### config.mk
export PLATFORM = sky130hd
export DESIGN_NAME = pipe_stage_skid
export DESIGN_NICKNAME = d
export VERILOG_FILES = /design/src/rtl/pipe_stage_skid.sv
export SDC_FILE = /design/constraint.sdc
export NUM_CORES = 1
export LEC_CHECK = 0
export CAP_MARGIN = 40
export CORE_MARGIN = 1.5
export CORE_UTILIZATION = 54
export CTS_BUF_LIST = sky130_fd_sc_hd__clkbuf_8 sky130_fd_sc_hd__clkbuf_16
export CTS_CLUSTER_SIZE = 20
export DETAILED_ROUTE_END_ITERATION = 7
export PLACE_DENSITY = 0.86
export SETUP_SLACK_MARGIN = 0.2
export SLEW_MARGIN = 20
export SYNTH_ARGS = -nofsm -noshare
export SYNTH_HDL_FRONTEND = slang
export SYNTH_SLANG_ARGS = --single-unit
### constraint.sdc
create_clock -name clk -period 27.1 [get_ports clk]
set_input_delay 4.065 -clock clk [delete_from_list [all_inputs] [get_ports clk]]
set_output_delay 4.065 -clock clk [all_outputs]
set_load 0.02 [all_outputs]
### src/rtl/pipe_stage_skid.sv
// ---------------------------------------------------------------------------
// pipe_stage_skid
//
// Inter-stage pipeline register carrying a control bundle and a datapath
// bundle between two adjacent core stages, with a valid/ready handshake,
// an optional one-entry skid buffer, a synchronous flush, and a saturating
// stall-cycle counter.
//
// Handshake: a transfer happens on a rising edge where valid && ready are
// both high on that link. The sender keeps valid and its payload stable
// until the transfer completes. Ready may be high without valid. On the
// input side, accept = in_valid && in_ready. On the output side,
// fire = out_valid && out_ready.
//
// Ports:
//   clk        clock, rising edge
//   rst        asynchronous active-high reset
//   in_valid   upstream holds a valid instruction
//   in_ready   this stage accepts in_ctrl/in_data this cycle
//   in_ctrl    upstream control bundle   [CTRL_W]
//   in_data    upstream datapath bundle  [DATA_W]
//   out_valid  main entry holds a valid instruction
//   out_ready  downstream accepts (low = stall)
//   out_ctrl   control bundle, RESET_CTRL whenever out_valid is low
//   out_data   datapath bundle (don't-care when out_valid is low)
//   flush      synchronous kill of held and incoming entries
//   cnt_clr    synchronous clear of the stall counter
//   stall_cnt  saturating count of cycles with out_valid && !out_ready
//
// Parameters:
//   CTRL_W, DATA_W  bundle widths
//   SKID            1: two entries, in_ready registered; 0: one entry,
//                   in_ready depends combinationally on out_ready
//   RESET_CTRL      control value for bubbles (must be a NOP encoding)
//   CNT_W           stall counter width
// ---------------------------------------------------------------------------
module pipe_stage_skid #(
  parameter int                 CTRL_W     = 12,
  parameter int                 DATA_W     = 144,
  parameter int                 SKID       = 1,
  parameter logic [CTRL_W-1:0]  RESET_CTRL = '0,
  parameter int                 CNT_W      = 16
) (
  input  logic              clk,
  input  logic              rst,
  input  logic              in_valid,
  output logic              in_ready,
  input  logic [CTRL_W-1:0] in_ctrl,
  input  logic [DATA_W-1:0] in_data,
  output logic              out_valid,
  input  logic              out_ready,
  output logic [CTRL_W-1:0] out_ctrl,
  output logic [DATA_W-1:0] out_data,
  input  logic              flush,
  input  logic              cnt_clr,
  output logic [CNT_W-1:0]  stall_cnt
);

  // Encoding is {skid_v, main_v}, so the occupancy bits read straight
  // out of the state register.
  typedef enum logic [1:0] {
    ST_EMPTY = 2'b00,
    ST_ONE   = 2'b01,
    ST_TWO   = 2'b11
  } state_t;

  state_t state_q, state_d;

  logic [CTRL_W-1:0] main_ctrl, skid_ctrl;
  logic [DATA_W-1:0] main_data, skid_data;

  logic main_v;
  logic accept;
  logic fire;
  logic load_main_in;
  logic load_main_skid;
  logic load_skid_in;

  assign main_v = (state_q != ST_EMPTY);
  assign accept = in_valid && in_ready;
  assign fire   = main_v && out_ready;

  generate
    if (SKID != 0) begin : g_skid
      // Ready only looks at whether the skid slot is free, so it is a
      // pure register output and never depends on out_ready.
      assign in_ready = (state_q != ST_TWO);
    end else begin : g_noskid
      assign in_ready = !main_v || out_ready;
    end
  endgenerate

  // State register
  always_ff @(posedge clk or posedge rst) begin
    if (rst) begin
      state_q <= ST_EMPTY;
    end else begin
      state_q <= state_d;
    end
  end

  // Next-state and load selects
  always_comb begin
    state_d        = state_q;
    load_main_in   = 1'b0;
    load_main_skid = 1'b0;
    load_skid_in   = 1'b0;
    case (state_q)
      ST_EMPTY: begin
        if (accept) begin
          state_d      = ST_ONE;
          load_main_in = 1'b1;
        end
      end
      ST_ONE: begin
        if (accept && fire) begin
          load_main_in = 1'b1;
        end else if (accept && !fire) begin
          // Only reachable with the skid slot present: without it,
          // in_ready already requires out_ready while main is full.
          if (SKID != 0) begin
            state_d      = ST_TWO;
            load_skid_in = 1'b1;
          end
        end else if (fire) begin
          state_d = ST_EMPTY;
        end
      end
      ST_TWO: begin
        if (fire) begin
          state_d        = ST_ONE;
          load_main_skid = 1'b1;
        end
      end
      default: begin
        state_d = ST_EMPTY;
      end
    endcase
    // Flush discards both entries and anything accepted this cycle.
    if (flush) begin
      state_d        = ST_EMPTY;
      load_main_in   = 1'b0;
      load_main_skid = 1'b0;
      load_skid_in   = 1'b0;
    end
  end

  // Payload registers. Control is forced to the NOP value on flush so a
  // killed entry can never leak write enables; data is left as-is.
  always_ff @(posedge clk or posedge rst) begin
    if (rst) begin
      main_ctrl <= RESET_CTRL;
      main_data <= '0;
      skid_ctrl <= RESET_CTRL;
      skid_data <= '0;
    end else if (flush) begin
      main_ctrl <= RESET_CTRL;
      skid_ctrl <= RESET_CTRL;
    end else begin
      if (load_main_in) begin
        main_ctrl <= in_ctrl;
        main_data <= in_data;
      end else if (load_main_skid) begin
        main_ctrl <= skid_ctrl;
        main_data <= skid_data;
      end
      if (load_skid_in) begin
        skid_ctrl <= in_ctrl;
        skid_data <= in_data;
      end
    end
  end

  assign out_valid = main_v;
  assign out_ctrl  = main_v ? main_ctrl : RESET_CTRL;
  assign out_data  = main_data;

  // Stall counter: clear wins over increment; flush does not gate it.
  always_ff @(posedge clk or posedge rst) begin
    if (rst) begin
      stall_cnt <= '0;
    end else if (cnt_clr) begin
      stall_cnt <= '0;
    end else if (main_v && !out_ready && !(&stall_cnt)) begin
      stall_cnt <= stall_cnt + {{(CNT_W-1){1'b0}}, 1'b1};
    end
  end

endmodule

==> flow_summary.json <==
{
  "status": "completed",
  "nFillCells": 1656,
  "setup-violations-final": 0,
  "grt_overflow_total": 0,
  "cts_sinks": 330,
  "yosysWarnings": 0,
  "io_buffers": 335,
  "clk_pin_slew_ns": 0.06,
  "fp.dieH_um": 162,
  "slew_headroom": 0.473,
  "ios": 336,
  "drt-initial-drc-count": 623,
  "via_per_inst": 5.83,
  "gp_congestion": 0.826,
  "max_stage_delay_ns": 0.76,
  "arrival_ns": 7.32,
  "synth_flop_cell": "dfrtp_1",
  "ir_drop_v": 0.0000789,
  "ctsHoldBuffers": 0,
  "startpoint_type": "primary input",
  "hpwl_mm": 22.5,
  "slowest_stage": "buf_4",
  "post-route-min-period_ns": 6.89,
  "ys_seq_area_frac": 0.602,
  "post_dp_cell_area_um2": 17400,
  "finalInstanceArea_um2": 18500,
  "rows": 58,
  "fin_skew_ns": 0.0150,
  "die-area_um2": 26400,
  "critical_path.most_common_cell": "buf_4",
  "vias": 9994,
  "final_common_cell": "clkdlybuf4s50_1",
  "netlist_area_um2": 13700,
  "max_freq_mhz": 145,
  "slew_violations": 0,
  "grt_pass1_wl_mm": 54.5,
  "drt_first_pass_iters": 4,
  "final_cells": 1713,
  "cts_made_buffers": 35,
  "routed_wl_mm": 34.8,
  "ys_types": 42,
  "final-hold-violation-count": 0,
  "antenna_found_initial": 1,
  "grt_util_all_layers": 0.260,
  "cp.required_ns": 27.53,
  "syn-mean-instance-area_um2": 13.2,
  "rsz0062_at_grt": "no",
  "setup.worst_path.class": "primary input to register",
  "cts_setup_buffers": 0,
  "synth_fp_nets": 1207,
  "finalSetupTns_ns": 0,
  "cts_root_buffer": "clkbuf_16",
  "synth-seq-cells": 330,
  "die_width_um": 162,
  "hold_class": "register to register",
  "placed_cells": 1649,
  "wire_per_inst_um": 20.3,
  "path_buf_inv": 4,
  "final_antenna_net_count": 0,
  "h-tree-depth": 2,
  "worstSkewPairLatency_ns": 0.51,
  "grt_max_degree": 90,
  "drc": 0,
  "synth_cells": 1040,
  "cp_top_family": "buffers and inverters",
  "worst_pin_slew_ns": 0.790,
  "tritoncts": "built",
  "max_cap_violations": 0,
  "synth_edf_count": 0,
  "grt_pass1_vias": 10284,
  "end_kind": "register",
  "timing.final.crit_share": 0.254,
  "layout-drive-gt1-share": 0.169,
  "clockBufferDepth": 3,
  "ctsResizeCount": 0,
  "p_per_area_nw_per_um2": 98.5,
  "core_area_um2": 25000,
  "start_util": 0.548,
  "power.leakage_uw": 0.00862,
  "path_cells": "clkdlybuf4s50_1 > a21o_1 > nand3_1 > buf_4 > nor2_4 > buf_4 > buf_4 > a22o_1 > a21o_1",
  "path_max_fanout": 68,
  "fin_nets": 1525,
  "final_cell_mix": "335 x clkdlybuf4s50_1, 330 x dfrtp_1, 145 x a21o_1",
  "ys_async_sr_fraction": 1.00,
  "syn2layout_area_growth_pct": 35.1
}
## final timing paths
check                                   from           end  slack (ns)  depth (start not counted)
worst min register to register  out_data[28]  out_data[28]        0.47                          1
worst min-delay path            out_data[28]  out_data[28]        0.47                          1
worst max-delay path               out_ready  out_data[22]       20.21                          9
max in group asynchronous                rst  out_data[99]       21.45                          5
worst max register to register    state_q[0]  out_data[22]       23.24                         10
min in group asynchronous                rst  out_data[71]        3.93                          2
## power by group
group,internal [uW],switching [uW]
Combinational,314,267
Clock,263,189
Sequential,684,108
## cell families after synthesis
| logic type | share of synthesized area |
|---|---|
| adders and majority gates | 0.00456 |
| DFF | 0.602 |
| xor gates and xnor gates | 0.00383 |
| muxes | 0.120 |
| and+or+nand+nor | 0.0486 |
| buffers and inverters | 0.0279 |
| AOI/OAI and AO/OA | 0.193 |
## through the flow
stage                      util  total power [uW]  worst slack, ns  hold slack, ns
after global routing      0.740              1910            19.98           0.485
after CTS                 0.739              1840            20.23           0.478
after detailed placement  0.696              1380            19.76           0.464
after floorplan               -              1100            13.90           0.482
after global placement    0.689              1340            19.68           0.457
final                     0.740              1820            20.21           0.475
## flip-flops by register name (all words and copies together) (netlist names)
register and count:
state_q 2, main_ctrl 12, skid_data 144, stall_cnt 16, out_data 144, skid_ctrl 12
## worst register-to-register path: cells and delay by family (launching register included)
family / cells / cell delay [ns]
compound gates: 3 / 0.57
buf+inv: 4 / 1.79
flops: 1 / 0.41
simple gates: 2 / 0.42
fa+ha+maj: 1 / 0.60
## Yosys cell counts, types with 2 or more instances
| library cell | n | area (um2) |
|---|---|---|
| dfrtp_1 | 330 | 8260 |
| a21o_1 | 145 | 1090 |
| a22o_1 | 144 | 1260 |
| mux2_2 | 144 | 1620 |
| nand2_1 | 47 | 176 |
| buf_2 | 39 | 195 |
| clkbuf_1 | 36 | 135 |
| nor2_1 | 25 | 93.8 |
| a21oi_1 | 22 | 110 |
| nand3_1 | 18 | 90.1 |
| nor2b_1 | 14 | 87.6 |
| a311oi_1 | 12 | 105 |
| inv_1 | 7 | 26.3 |
| xnor2_1 | 6 | 52.6 |
| ha_1 | 5 | 62.6 |
| nor3_1 | 5 | 25.0 |
| o31ai_1 | 4 | 30.0 |
| nand4_1 | 3 | 18.8 |
| nor2_2 | 3 | 18.8 |
| o21ai_0 | 3 | 15.0 |
| or4_1 | 3 | 22.5 |
| buf_6 | 2 | 22.5 |
| mux2i_1 | 2 | 20.0 |
| nor4_1 | 2 | 12.5 |
| or4_2 | 2 | 17.5 |
## area by class of cell
| cell class | instances | area (um2) | share of cell area |
|---|---|---|---|
| well taps | 330 | 413 | 0.0223 |
| clock buffers | 38 | 917 | 0.0495 |
| multi-input cells | 625 | 5090 | 0.275 |
| flip-flops and latches | 330 | 8260 | 0.446 |
| repair buffers | 359 | 3650 | 0.197 |
| diodes | 1 | 2.50 | 0.000135 |
| inverters | 7 | 33.8 | 0.00182 |
| clock inverters | 23 | 164 | 0.00885 |
## layer usage
| layer | up-vias | global-route usage | wire (um) |
|---|---|---|---|
| li1 | 4465 | - | - |
| met1 | 5081 | 0.326 | 13600 |
| met2 | 370 | 0.420 | 16900 |
| met3 | 78 | 0.0787 | 2890 |
| met4 | 0 | 0.115 | 1340 |
| met5 | - | 0 | 0 |
No activity file was read; power rests on OpenSTA's default activity.
